$ cat src/rtl/obi_pkg.sv
// Shared types and constants for the OBI two-requester arbiter.
package obi_pkg;

    localparam int OBI_AW = 32;
    localparam int OBI_DW = 32;

    typedef enum logic {
        ARB_IDLE,
        ARB_RESP
    } obi_arb_state_e;

endpackage

$ cat src/rtl/obi_rr_picker.sv
// Two-way round-robin picker; a held lock overrides fairness until the locked request is granted.
module obi_rr_picker (
    input  logic [1:0] req,
    input  logic       last,
    input  logic       lock,
    input  logic       locked_id,
    output logic       winner,
    output logic       valid
);

    // A locked requester that drops its request yields no winner this cycle.
    always_comb begin
        winner = 1'b0;
        valid  = 1'b0;
        if (lock) begin
            winner = locked_id;
            valid  = req[locked_id];
        end else begin
            valid = |req;
            if (req == 2'b11) begin
                winner = ~last;
            end else begin
                winner = req[1];
            end
        end
    end

endmodule

$ cat src/rtl/obi_arbiter.sv
// Arbitrates two OBI requesters onto one subordinate with at most one outstanding transaction.
module obi_arbiter
    import obi_pkg::*;
#(
    parameter int AW = OBI_AW,
    parameter int DW = OBI_DW
) (
    input  logic            clk_i,
    input  logic            rst_i,

    input  logic            m0_req_i,
    output logic            m0_gnt_o,
    input  logic [AW-1:0]   m0_addr_i,
    input  logic            m0_we_i,
    input  logic [DW/8-1:0] m0_be_i,
    input  logic [DW-1:0]   m0_wdata_i,
    output logic            m0_rvalid_o,
    output logic [DW-1:0]   m0_rdata_o,

    input  logic            m1_req_i,
    output logic            m1_gnt_o,
    input  logic [AW-1:0]   m1_addr_i,
    input  logic            m1_we_i,
    input  logic [DW/8-1:0] m1_be_i,
    input  logic [DW-1:0]   m1_wdata_i,
    output logic            m1_rvalid_o,
    output logic [DW-1:0]   m1_rdata_o,

    output logic            s_req_o,
    output logic [AW-1:0]   s_addr_o,
    output logic            s_we_o,
    output logic [DW/8-1:0] s_be_o,
    output logic [DW-1:0]   s_wdata_o,
    input  logic            s_gnt_i,
    input  logic            s_rvalid_i,
    input  logic [DW-1:0]   s_rdata_i
);

    obi_arb_state_e state_q, state_d;
    logic owner_q, owner_d;
    logic last_q, last_d;
    logic lock_q, lock_d;
    logic locked_id_q, locked_id_d;

    logic winner;
    logic win_valid;
    logic accept;

    obi_rr_picker u_picker (
        .req       ({m1_req_i, m0_req_i}),
        .last      (last_q),
        .lock      (lock_q),
        .locked_id (locked_id_q),
        .winner    (winner),
        .valid     (win_valid)
    );

    assign s_addr_o  = winner ? m1_addr_i  : m0_addr_i;
    assign s_we_o    = winner ? m1_we_i    : m0_we_i;
    assign s_be_o    = winner ? m1_be_i    : m0_be_i;
    assign s_wdata_o = winner ? m1_wdata_i : m0_wdata_i;

    assign accept = s_req_o & s_gnt_i;

    assign m0_gnt_o = accept & ~winner;
    assign m1_gnt_o = accept & winner;

    assign m0_rvalid_o = s_rvalid_i & ~rst_i & (state_q == ARB_RESP) & ~owner_q;
    assign m1_rvalid_o = s_rvalid_i & ~rst_i & (state_q == ARB_RESP) & owner_q;
    assign m0_rdata_o  = s_rdata_i;
    assign m1_rdata_o  = s_rdata_i;

    // While a response is outstanding a new request may only overlap the rvalid cycle.
    always_comb begin
        s_req_o     = 1'b0;
        state_d     = state_q;
        owner_d     = owner_q;
        last_d      = last_q;
        lock_d      = 1'b0;
        locked_id_d = locked_id_q;

        if (!rst_i) begin
            unique case (state_q)
                ARB_IDLE: s_req_o = win_valid;
                ARB_RESP: s_req_o = s_rvalid_i & win_valid;
                default:  s_req_o = 1'b0;
            endcase
        end

        if (accept) begin
            state_d = ARB_RESP;
            owner_d = winner;
            last_d  = winner;
        end else if (state_q == ARB_RESP && s_rvalid_i) begin
            state_d = ARB_IDLE;
        end

        if (s_req_o && !s_gnt_i) begin
            lock_d      = 1'b1;
            locked_id_d = winner;
        end
    end

    always_ff @(posedge clk_i) begin
        if (rst_i) begin
            state_q     <= ARB_IDLE;
            owner_q     <= 1'b0;
            last_q      <= 1'b1;
            lock_q      <= 1'b0;
            locked_id_q <= 1'b0;
        end else begin
            state_q     <= state_d;
            owner_q     <= owner_d;
            last_q      <= last_d;
            lock_q      <= lock_d;
            locked_id_q <= locked_id_d;
        end
    end

endmodule

$ cat config.mk
export PLATFORM = sky130hd
export DESIGN_NAME = obi_arbiter
export DESIGN_NICKNAME = d
export VERILOG_FILES = /design/src/rtl/obi_pkg.sv /design/src/rtl/obi_rr_picker.sv /design/src/rtl/obi_arbiter.sv
export SDC_FILE = /design/constraint.sdc
export NUM_CORES = 1
export LEC_CHECK = 0
export CORE_AREA = 2 2 122 124
export DETAILED_ROUTE_END_ITERATION = 10
export DIE_AREA = 0 0 124 126
export SLEW_MARGIN = 40
export SYNTH_ARGS = -nofsm -noshare
export SYNTH_HDL_FRONTEND = slang
export SYNTH_SLANG_ARGS = --single-unit
$ cat constraint.sdc
create_clock -name clk_i -period 3.9 [get_ports clk_i]
set_clock_uncertainty 0.1 [all_clocks]
set_input_delay 1.17 -clock clk_i [delete_from_list [all_inputs] [get_ports clk_i]]
set_output_delay 1.17 -clock clk_i [all_outputs]
set_load 0.02 [all_outputs]
==> impl_metrics.env <==
export IMPL_grt_pass1_vias=1968
export IMPL_worstReg2RegStart="locked_id_q$_SDFFE_PP0P_"
export IMPL_io_pins=314
export IMPL_p_leak_nw=1.80
export IMPL_drt_iter0_markers=45
export IMPL_grt_pass1_wl_mm=10.6
export IMPL_port_buffers=217
export IMPL_cp_max_fo=5
export IMPL_grt_antenna_before_repair=0
export IMPL_synth_yosys_seq_area_share_pct=5.57
export IMPL_yosysUniqueCellTypes=21
export IMPL_startpoint_type="primary input"
export IMPL_power_total_mw=0.807
export IMPL_final_area_um2=3810
export IMPL_cts_tree="done"
export IMPL_ys_flop_type="dfxtp_1"
export IMPL_synth_edf_count=0
export IMPL_clock_sinks=5
export IMPL_core_area_um2=14300
export IMPL_via_per_inst=3.49
export IMPL_synthSimpleGateAreaFrac_pct=3.83
export IMPL_max_cap_violations=0
export IMPL_async_flop_share_pct=0
export IMPL_ir_drop_v=0.000121
export IMPL_syn_num_nets=347
export IMPL_reg2reg_depth=5
export IMPL_area_delta_synth_final_pct=112
export IMPL_reg2reg_slack_ps=2460
export IMPL_dr_pass1_iters=2
export IMPL_final_setup_tns_ps=0
export IMPL_n_antenna_cell=0
export IMPL_critPathCapture="s_wdata_o[5]"
export IMPL_synth_seq_cells=5
export IMPL_dp_hpwl_mm=6.63
export IMPL_layout_commonest_cell="clkdlybuf4s50_1"
export IMPL_drive_gt1_share_pct=46.4
export IMPL_worstSetupPathType="primary input to output port"
export IMPL_grt_max_degree=19
export IMPL_crit_path_top_delay_cell="mux2_4"
export IMPL_grt_total_usage_pct=8.88
export IMPL_h_tree_depth=1
export IMPL_synthCells=171
export IMPL_setup_ws_ps=52.2
export IMPL_vias=1861
export IMPL_syn_area_um2=1800
export IMPL_ys_warn_count=0
export IMPL_slew_violations=0
export IMPL_clk_pin_slew_ps=30
export IMPL_synth_fa_ha_area_share_pct=0
export IMPL_hold_path_class="flop to flop"
export IMPL_post_route_period_util_pct=98.7
export IMPL_fmax_mhz=260
export IMPL_synthXorXnorAreaFrac_pct=0
export IMPL_synth_mux_area_share_pct=57.0
export IMPL_final_cell_mix="clkdlybuf4s50_1 (142), mux2_4 (55), buf_2 (51)"
export IMPL_hold_viol=0
export IMPL_cp_data_arrival_time_ps=2580
export IMPL_critPathCaptureType="output port"
export IMPL_dieHeight_um=126
export IMPL_gp_congestion=0.728
export IMPL_maxSlewHeadroom_pct=82.0
export IMPL_clock_latency_ps=220
export IMPL_cts_buffers=3
export IMPL_synth_compound_area_share_pct=1.74
export IMPL_place_area_um2=3830
export IMPL_r2r_end="locked_id_q$_SDFFE_PP0P_"
export IMPL_worstMarginPinSlew_ps=265
export IMPL_wire_per_inst_um=14.6
export IMPL_wl_mm=7.79
export IMPL_place_ws_ps=-577
export IMPL_status="finished, final reports clean"
export IMPL_cts_root_buf="clkbuf_16"
export IMPL_drc=0
export IMPL_grt_ovfl_total=0
export IMPL_crit_path_start="m1_req_i"
export IMPL_whs_ps=395
export IMPL_holdBufCountCts=0
export IMPL_fp_dieArea_um2=15600
export IMPL_rsz0062_at_grt="no"
export IMPL_fin_nets=526
export IMPL_crit_chain="buf_2, a21boi_4, mux2i_4, buf_6, buf_12, buf_16, buf_6, mux2_4, buf_4"
export IMPL_power_density_nw_per_um2=212
export IMPL_synth_top_family_by_area="multiplexers"
export IMPL_cts_buffer_depth=2
export IMPL_cp_data_required_time_ps=2630
export IMPL_initial_core_util_pct=12.5
export IMPL_syn_area_per_cell_um2=10.5
export IMPL_row_count=44
export IMPL_die_w_um=124
export IMPL_cp_slowest_stage_delay_ps=300
export IMPL_period_minus_slack_ps=3850
export IMPL_setup_viol=0
export IMPL_cpMostUsedCell="buf_6"
export IMPL_postRouteAntennaNets=0
-- registers in the layout, indices dropped and copies added (netlist names) --
name and cells:
lock_q 1, owner_q 1, last_q 1, locked_id_q 1, state_q 1
-- cell type report --
class | instances | area, um^2
fillers | 1553 | 10500
repair buffers | 246 | 2250
multi-input cells | 92 | 1150
flip-flops and latches | 5 | 100
inverters | 2 | 7.51
well taps | 184 | 230
clock buffers | 4 | 78.8
-- critical path, delay by kind of cell --
kind / cells / cell delay, ps
multiplexers: 2 / 550
buffers and inverters: 6 / 730
AO/OA/AOI/OAI: 1 / 140
-- worst min path at each step --
stage | startpoint | end | slack [ps] | cells past startpoint
after floorplan | owner_q$_SDFFE_PP0P_ | owner_q$_SDFFE_PP0P_ | 360 | 2
after global placement | owner_q$_SDFFE_PP0P_ | owner_q$_SDFFE_PP0P_ | 380 | 2
after detailed placement | owner_q$_SDFFE_PP0P_ | owner_q$_SDFFE_PP0P_ | 390 | 2
after CTS | owner_q$_SDFFE_PP0P_ | owner_q$_SDFFE_PP0P_ | 400 | 2
after global routing | owner_q$_SDFFE_PP0P_ | owner_q$_SDFFE_PP0P_ | 460 | 2
final | owner_q$_SDFFE_PP0P_ | owner_q$_SDFFE_PP0P_ | 390 | 2
-- routing by layer --
layer  part of all wire, %  track usage (%)  vias to the layer above
met1                    30             7.98                      830
met3                    16             3.76                        2
met4                  0.46             1.26                        0
li1                      -                -                      881
met2                    53             18.2                      148
met5                     0                0                        -
-- synthesized netlist by cell type (2+ instances only) --
library cell,count,share of area (%)
buf_4,64,27
mux2_4,55,46
mux2_2,14,8.8
buf_6,7,4.4
nor2_1,6,1.3
dfxtp_1,5,5.6
mux2i_1,4,2.2
a21oi_1,2,0.56
inv_1,2,0.42
-- metrics by stage --
| stage | std cells | util (%) |
|---|---|---|
| after floorplan | 171 | - |
| after global placement | 516 | 26.7 |
| after detailed placement | 516 | 26.7 |
| after CTS | 532 | 26.6 |
| after global routing | 533 | 26.6 |
| final | 533 | 26.6 |
-- what timing repair did --
item / 4_1_cts / 5_1_grt
resized for setup: 259 / 11
setup buffers: 10 / 2
endpoints found under the setup margin: 71 / 21
pin swaps: 0 / 1
gates cloned: 2 / 0
-- logic make-up after synthesis --
logic type,after synthesis
muxes,73
and+or+nand+nor,14
AOI/OAI and AO/OA,5
buffers and inverters,74
DFF,5
-- power breakdown --
part / switching (mW) / total [mW] / internal [mW] / leakage (nW)
registers: 0.00397 / 0.0594 / 0.0554 / 0.0412
logic: 0.228 / 0.583 / 0.355 / 1.72
clock network: 0.0303 / 0.165 / 0.135 / 0.0382
No activity file was read; power rests on OpenSTA's default activity.
